File: src/rtl/pci_arbiter.sv
// rtl/pci_arbiter.sv - Round-robin PCI bus arbiter for four masters
//
// Purpose:
//   Grants the shared PCI bus to one of four requesting masters in round-robin
//   order. It watches FRAME/IRDY to follow the transaction and inserts a
//   one-clock turnaround with all grants released between owners.
//
// Ports:
//   clk       in   1  bus clock, all state updates on posedge
//   RST       in   1  synchronous active-low reset
//   REQ       in   4  per-device request, active low (bit i = device i)
//   GNT       out  4  per-device grant, active low, at most one bit low
//   FRAME     in   1  shared PCI FRAME, active low, monitored only
//   IRDY      in   1  shared PCI IRDY, active low, monitored only
//   GNT_ID    out  2  index of the current or most recently granted device
//   BUS_IDLE  out  1  active low, low while the arbiter sits in IDLE
//
// Configuration:
//   PCI_ARB_PARK_EN  when defined, an idle bus is parked on last_grant.

module pci_arbiter (
  input  logic       clk,
  input  logic       RST,
  input  logic [3:0] REQ,
  output logic [3:0] GNT,
  input  logic       FRAME,
  input  logic       IRDY,
  output logic [1:0] GNT_ID,
  output logic       BUS_IDLE
);

  // One-hot state encoding.
  localparam logic [3:0] S_IDLE    = 4'b0001;
  localparam logic [3:0] S_GRANTED = 4'b0010;
  localparam logic [3:0] S_BUSY    = 4'b0100;
  localparam logic [3:0] S_TURN    = 4'b1000;

  logic [3:0] state;
  logic [1:0] last_grant;
  logic [3:0] wait_cnt;
  // Low for the first edge after reset release, so the earliest grant lands
  // on the second posedge with RST high.
  logic       ready;

  logic       bus_idle;
  logic       any_req;
  logic       can_grant;
  logic [1:0] winner;
  logic [1:0] cand;
  logic       found;
  logic [3:0] grant_vec;

  assign bus_idle  = FRAME & IRDY;
  assign any_req   = ~&REQ;
  assign can_grant = ready & bus_idle & any_req;
  assign grant_vec = ~(4'b0001 << winner);
  assign BUS_IDLE  = (state != S_IDLE);

  // Round-robin search starting just after the last winner. The i == 4 pass
  // wraps back to last_grant itself, so a lone repeat requester still wins.
  always_comb begin
    winner = last_grant;
    cand   = last_grant;
    found  = 1'b0;
    for (int i = 1; i <= 4; i++) begin
      cand = last_grant + i[1:0];
      if (!found && !REQ[cand]) begin
        winner = cand;
        found  = 1'b1;
      end
    end
  end

`ifdef PCI_ARB_PARK_EN
  logic parked;
  assign parked = (GNT != 4'hF);
`endif

  always_ff @(posedge clk) begin
    if (!RST) begin
      state      <= S_IDLE;
      GNT        <= 4'hF;
      GNT_ID     <= 2'd0;
      last_grant <= 2'd3;
      wait_cnt   <= 4'd0;
      ready      <= 1'b0;
    end else begin
      ready <= 1'b1;
      case (state)
        S_IDLE: begin
`ifdef PCI_ARB_PARK_EN
          if (parked && !REQ[last_grant] && bus_idle) begin
            // Parked owner asks for the bus: keep its grant, no turnaround.
            state    <= S_GRANTED;
            wait_cnt <= 4'd0;
          end else if (parked && any_req) begin
            // Another device wants the bus: drop the park for one TURN clock.
            GNT   <= 4'hF;
            state <= S_TURN;
          end else if (can_grant) begin
            GNT        <= grant_vec;
            GNT_ID     <= winner;
            last_grant <= winner;
            wait_cnt   <= 4'd0;
            state      <= S_GRANTED;
          end else if (!any_req && ready && bus_idle) begin
            GNT    <= ~(4'b0001 << last_grant);
            GNT_ID <= last_grant;
          end
`else
          if (can_grant) begin
            GNT        <= grant_vec;
            GNT_ID     <= winner;
            last_grant <= winner;
            wait_cnt   <= 4'd0;
            state      <= S_GRANTED;
          end
`endif
        end

        S_GRANTED: begin
          if (wait_cnt != 4'd15) begin
            wait_cnt <= wait_cnt + 4'd1;
          end
          // FRAME wins over a late REQ release: the master has already started.
          if (!FRAME) begin
            state <= S_BUSY;
          end else if (REQ[GNT_ID] || (wait_cnt == 4'd15)) begin
            GNT   <= 4'hF;
            state <= S_TURN;
          end
        end

        S_BUSY: begin
          if (bus_idle) begin
            GNT   <= 4'hF;
            state <= S_TURN;
          end
        end

        S_TURN: begin
          // The turnaround clock also makes the IDLE grant decision, so the
          // all-high gap between two owners is exactly one clock.
          if (can_grant) begin
            GNT        <= grant_vec;
            GNT_ID     <= winner;
            last_grant <= winner;
            wait_cnt   <= 4'd0;
            state      <= S_GRANTED;
          end else begin
            state <= S_IDLE;
          end
        end

        default: begin
          GNT   <= 4'hF;
          state <= S_IDLE;
        end
      endcase
    end
  end

endmodule

File: config.mk
export PLATFORM = sky130hd
export DESIGN_NAME = pci_arbiter
export DESIGN_NICKNAME = d
export VERILOG_FILES = /design/src/rtl/pci_arbiter.sv
export SDC_FILE = /design/constraint.sdc
export NUM_CORES = 1
export LEC_CHECK = 0
export ABC_AREA = 1
export BUFFER_PORTS_ARGS = -buffer_cell sky130_fd_sc_hd__buf_2
export CORE_MARGIN = 8
export CORE_UTILIZATION = 50
export DETAILED_ROUTE_END_ITERATION = 8
export GPL_ROUTABILITY_DRIVEN = 0
export GPL_TIMING_DRIVEN = 0
export PLACE_DENSITY = 0.73
export SLEW_MARGIN = 0
export SYNTH_ARGS = -nofsm -noshare
export SYNTH_HDL_FRONTEND = slang
export SYNTH_SLANG_ARGS = --single-unit
File: constraint.sdc
create_clock -name clk -period 1.4 [get_ports clk]
set_input_delay 0.14 -clock clk [delete_from_list [all_inputs] [get_ports clk]]
set_output_delay 0.14 -clock clk [all_outputs]
set_load 0.005 [all_outputs]
=== After elaboration in Yosys (flattened, before gate mapping) ===
Cells that the tools add are included.

* Input bits: 8
* Word-level logic and storage cells: 83
* Output and inout bits: 7
* Register bits after elaboration: 17

* Reduce and logical (&&, ||, !) cells: 17
* Equality and inequality tests: 14
* $add $sub $neg: 4
* Shift operators: 1
* Multiplexer cells: 32
* $lt $le $gt $ge: 5
* Bitwise gates (word level): 4

{| class="wikitable"
|+ Operators with widths
! kind !! number
|-
| 4-bit two-way mux || 10
|-
| 4-bit one-hot mux with 4 select lines || 1
|-
| 2-bit by 3-bit less-than comparator with 1-bit output (second input constant) || 5
|-
| 4-bit one-hot mux with 3 select lines || 1
|-
| 1-bit binary-select mux with 2-bit select || 5
|-
| 2-bit two-way mux || 5
|-
| 2-bit inequality test (second input constant) || 5
|-
| 1-bit two-way mux || 9
|-
| 4-bit equality test (second input constant) || 2
|-
| 4-bit one-hot mux with 2 select lines || 1
|-
| 4-bit AND reduction || 2
|-
| 1-bit logical NOT || 6
|-
| 3-bit AND reduction || 2
|-
| 2-bit adder (second input constant) || 2
|-
| 4-bit by 1-bit adder with 4-bit output (second input constant) || 1
|-
| 4-bit by 1-bit equality test with 1-bit output (second input constant) || 1
|-
| 4-bit by 2-bit equality test with 1-bit output (second input constant) || 1
|-
| 4-bit by 3-bit equality test with 1-bit output (second input constant) || 1
|-
| 4-bit by 1-bit inequality test with 1-bit output (second input constant) || 1
|-
| 4-bit inequality test (second input constant) || 1
|-
| 4-bit NOT || 1
|-
| 1-bit by 2-bit << shifter with 4-bit output (first input constant) || 1
|-
| 1-bit AND || 3
|-
| 1-bit logical AND || 3
|-
| 7 further kinds || 7
|}

=== Logic depth before layout (Yosys ltp) ===
* Word-level depth: 16
* Gate-level depth with buffers: 13
* Gate-level depth less buffers: 12

=== Worst setup path before layout ===
OpenSTA, ideal clock, no wires.

* Path kind: register to register
* Start: reg last_grant[0]
* End: reg GNT[1]
* Data required time: 1.278 ns
* Setup time: 0.122 ns
* Stages on the path, launching flop included: 13
* Setup slack: 0.039 ns
* Period minus slack after synthesis: 1.361 ns
* Path buffers: 1
* Arrival time: 1.238 ns
* Cells stage by stage: dfxtp_1 buf_6 nand2_2 nand2_4 nand2_1 nand2_4 nand3_4 nand2_2 nand2_2 nor2_4 nand2_1 nand2_1 nand2_1

* Word-level cells in the longest chain between the ends: 16
* Elaborated cells between the ends (all ways): 30
* Those cells by class: add/sub (3); shift (1); mux (17); bitwise (1); reduce/logical (8)

{| class="wikitable"
|+ Ends and longest elaborated chain
! what !! RTL line !! text
|-
| start, declared || 39 || <nowiki>logic [1:0] last_grant;</nowiki>
|-
| start signal, assigned || 114 || <nowiki>last_grant <= winner;</nowiki>
|-
| start signal, assigned || 147 || <nowiki>last_grant <= winner;</nowiki>
|-
| 2-bit adder || 66 || <nowiki>cand = last_grant + i[1:0];</nowiki>
|-
| 1-bit binary-select mux with 2-bit select || 67 || <nowiki>if (!found && !REQ[cand]) begin</nowiki>
|-
| 1-bit two-way mux (implied by the code) || 67 ||
|-
| 1-bit logical NOT || 67 ||
|-
| 1-bit logical AND || 67 ||
|-
| 1-bit two-way mux || 67 ||
|-
| 1-bit logical NOT || 67 ||
|-
| 1-bit logical AND || 67 ||
|-
| 1-bit two-way mux || 67 ||
|-
| 1-bit logical NOT || 67 ||
|-
| 1-bit logical AND || 67 ||
|-
| 2-bit two-way mux * || 67 ||
|-
| 1-bit by 2-bit << shifter with 4-bit output * || 56 || <nowiki>assign grant_vec = ~(4'b0001 << winner);</nowiki>
|-
| 4-bit NOT * || 56 ||
|-
| 4-bit two-way mux * || 111, 144 ||
|-
| 4-bit one-hot mux with 3 select lines * || 89 || <nowiki>case (state)</nowiki>
|-
| end signal, assigned || 112 || <nowiki>GNT <= grant_vec;</nowiki>
|-
| end signal, assigned || 145 || <nowiki>GNT <= grant_vec;</nowiki>
|-
| end, declared || 25 || <nowiki>output logic [3:0] GNT,</nowiki>
|}

Every way passes the cells marked *; elsewhere a longest branch is shown, timed or not. The select of a mux whose other input is x is not followed.
A chain may end at the register's enable or synchronous reset.

=== Final worst setup path ===
* Start: reg state[3]
* End: reg wait_cnt[3]

* Word-level cells in the longest chain between the ends: 4
* Elaborated cells between the ends (all ways): 9
* Those cells by class: eq/ne (5); mux (1); reduce/logical (3)

{| class="wikitable"
|+ Ends and longest elaborated chain
! what !! RTL line !! text
|-
| start, declared || 38 || <nowiki>logic [3:0] state;</nowiki>
|-
| start signal, assigned || 81 || <nowiki>state <= S_IDLE;</nowiki>
|-
| start signal, assigned || 116 || <nowiki>state <= S_GRANTED;</nowiki>
|-
| start signal, assigned || 127 || <nowiki>state <= S_BUSY;</nowiki>
|-
| 4-bit equality test / 4-bit by 1-bit equality test with 1-bit output (equally long branches) || 89 ||
|-
| 2-bit OR reduction (no line) || n/a ||
|-
| 2-bit by 1-bit inequality test with 1-bit output (no line) / 2-bit nonzero test (equally long branches) || n/a ||
|-
| 3-bit AND reduction (no line) || n/a ||
|-
| end signal, assigned || 123 || <nowiki>wait_cnt <= wait_cnt + 4'd1;</nowiki>
|-
| end, declared || 40 || <nowiki>logic [3:0] wait_cnt;</nowiki>
|}

Parallel ways exist; a longest one is shown, timed or not.

==> impl_metrics.json <==
{
  "start_util_pct": 53.5,
  "path_clk_slew_ns": 0.10,
  "ys_warn_count": 0,
  "drive_gt1_share_pct": 46.4,
  "synth_xor_xnor_area_share_pct": 0,
  "setup_slack_ns": -0.150,
  "nets": 243,
  "start_kind": "register",
  "r2r-start": "state[3]",
  "min-delay-path-class": "input port to register",
  "ys_seq_area_share_pct": 28.2,
  "holdWs_ns": 0.166,
  "dp_hpwl_um": 2230,
  "n_antenna_cell": 0,
  "setup_violations": 11,
  "crit_fanout": 5,
  "antenna_left": 0,
  "drv_cap": 0,
  "worstPathRequired_ns": 1.60,
  "clockBufferDepth": 2,
  "highest_layer": "met4",
  "wl_met2_um": 1820,
  "violations": "negative setup slack",
  "route.detailed.drc": 0,
  "vias_per_cell": 5.33,
  "min_path_cells": 3,
  "num_vias": 1392,
  "synth_area_sq_um": 1210,
  "wl_per_cell_um": 14.0,
  "hp-start": "FRAME",
  "track_usage_pct": 16.0,
  "antenna_found_initial": 0,
  "leakagePower_uw": 0.000846,
  "reg2reg_to": "wait_cnt[3]",
  "drtIter0Drc": 101,
  "place_inst": 235,
  "power_uw": 1260,
  "syn_nets": 202,
  "htreeDepth": 1,
  "synthMuxAreaShare_pct": 0,
  "setup_tns_ns": -0.847,
  "synthCells": 193,
  "relSlewSlack_pct": 82.2,
  "p_per_area_nw_per_um2": 738,
  "firstDrtPassIters": 4,
  "rsz0062_at_grt": "true",
  "cts_root_buf": "clkbuf_4",
  "status": "complete, but fails checks",
  "avgSynthCellArea_sq_um": 6.25,
  "die_area_sq_um": 4240,
  "num_rows": 17,
  "fmax_mhz": 645,
  "core-area_sq_um": 2250,
  "finalCriticalPeriod_ns": 1.55,
  "synth_top_family_by_area": "simple AND/OR/NAND/NOR gates",
  "synth_simple_gate_area_share_pct": 52.2,
  "reg2reg_depth": 9,
  "dr_wl_met3_um": 192,
  "cts_tree": "built",
  "crit_type": "register to register",
  "wl_met1_um": 1600,
  "ios": 15,
  "grt_pass1_wl_um": 5570,
  "synth_compound_area_share_pct": 7.68,
  "cts.sinks": 17,
  "area_delta_synth_final_pct": 41.2,
  "final_cells": 261,
  "grt.overflow.total": 0,
  "hold_end": "state[1]",
  "cts_inserted_buffers": 3,
  "die_h_um": 65.1,
  "io_buffers": 14,
  "grt_pass1_vias": 1265,
  "cp.arrival_ns": 1.75,
  "drv_slew": 0,
  "ys_seq_elements": 17,
  "ir_drop_v": 0.000712,
  "grt_max_degree": 10,
  "tightest_slew_ns": 0.267,
  "period_share_pct": 111,
  "r2r_slack_ns": -0.15,
  "insertion_delay_ns": 0.30,
  "wirelength_um": 3660,
  "hold_viol": 0,
  "worstSetupEndpointType": "register",
  "finalClockSkew_ns": 0.00683,
  "synth.distinct_cells": 24,
  "synth-adder-area-share_pct": 1.04,
  "die_w_um": 65.1
}
-- routing by layer --
layer	global-route usage, %	up-vias
met5	0	-
met4	4.63	0
li1	-	688
met2	26.6	45
met3	5.08	8
met1	19.4	651
-- synth_stat cells (all sizes together) --
cell type / n / area [sq um]
nand2: 83 / 379
inv: 28 / 105
nand3: 20 / 113
nor2: 19 / 88.8
dfxtp: 17 / 340
a21oi: 9 / 48.8
nand4: 4 / 25.0
o21ai: 4 / 20.0
buf: 2 / 22.5
a211oi: 1 / 7.51
clkbuf: 1 / 3.75
ha: 1 / 12.5
nand3b: 1 / 7.51
nor3: 1 / 16.3
o2111ai: 1 / 8.76
o211ai: 1 / 7.51
-- sequential cells by signal (all words and copies together), names as in the netlist --
| register | cells |
|---|---|
| GNT | 4 |
| GNT_ID | 2 |
| last_grant | 2 |
| ready | 1 |
| state | 4 |
| wait_cnt | 4 |
-- final cells by class --
type | instances | area (sq um)
buffer | 3 | 27.5
clock buffer | 4 | 26.3
fill | 174 | 552
inverter | 28 | 108
multi-input combinational | 145 | 898
sequential | 17 | 359
tap | 28 | 35.0
timing repair buffer | 36 | 249
-- cell usage in the layout, fill, tap and decap left out, drive strengths merged --
master,synthesis,routed
nand3b,1,1
nand4,4,4
dlygate4sd3,0,1
ha,1,1
nor2,19,19
inv,28,28
clkbuf,1,5
nand3,20,20
o2111ai,1,1
o211ai,1,1
a211oi,1,1
a21oi,9,9
buf,2,37
o21ai,4,4
nor3,1,1
dfxtp,17,17
nand2,83,83
-- worst max-delay path, cell delays in order, from the launching register on --
cell     delay (ns)
dfxtp_4        0.38
nor2_4         0.12
nand2_2        0.07
nor2_4         0.14
buf_6          0.13
nor2_4         0.04
nor3_4         0.28
nand3_1        0.16
nand2_1        0.09
nor2_1         0.04
-- how the worst max path moves through the flow --
stage	slack [ns]	cells past startpoint	endpoint	start
3_3_place_gp	-0.09	11	GNT[1]	last_grant[1]
3_5_place_dp	-0.11	9	GNT[1]	wait_cnt[0]
5_1_grt	-0.22	9	wait_cnt[3]	state[3]
6_report	-0.15	9	wait_cnt[3]	state[3]
2_1_floorplan	0.04	12	GNT[1]	last_grant[0]
4_1_cts	-0.06	13	GNT[1]	last_grant[0]
-- cells by family (layout without fill, tap and decap cells) --
group / after synthesis / in the layout
compound gates: 16 / 16
fa+ha+maj: 1 / 1
buf+inv: 31 / 71
flops: 17 / 17
simple gates: 128 / 128
-- report_power, final --
part	internal (uW)	switching [uW]
combinational	182	281
clock	111	160
sequential	500	23.2
-- stage by stage --
| step | worst slack [ns] | instance area (sq um) | util [%] |
|---|---|---|---|
| finish | -0.150 | 1700 | 75.5 |
| global route | -0.222 | 1700 | 75.5 |
| CTS | -0.0574 | 1470 | 65.2 |
| detailed placement | -0.114 | 1310 | 58.2 |
| global placement | -0.0868 | 1310 | 58.2 |
| floorplan | 0.0393 | 1210 | - |
-- what timing repair did --
item / 4_1_cts / 5_1_grt
hold buffers: 1 / 0
resized for setup: 16 / 43
gates cloned: 0 / 0
endpoints found under the setup margin: 12 / 16
setup buffers: 11 / 10
pin swaps: 11 / 23
hold endpoints to repair: 1 / 0
No activity file was read; power rests on OpenSTA's default activity.
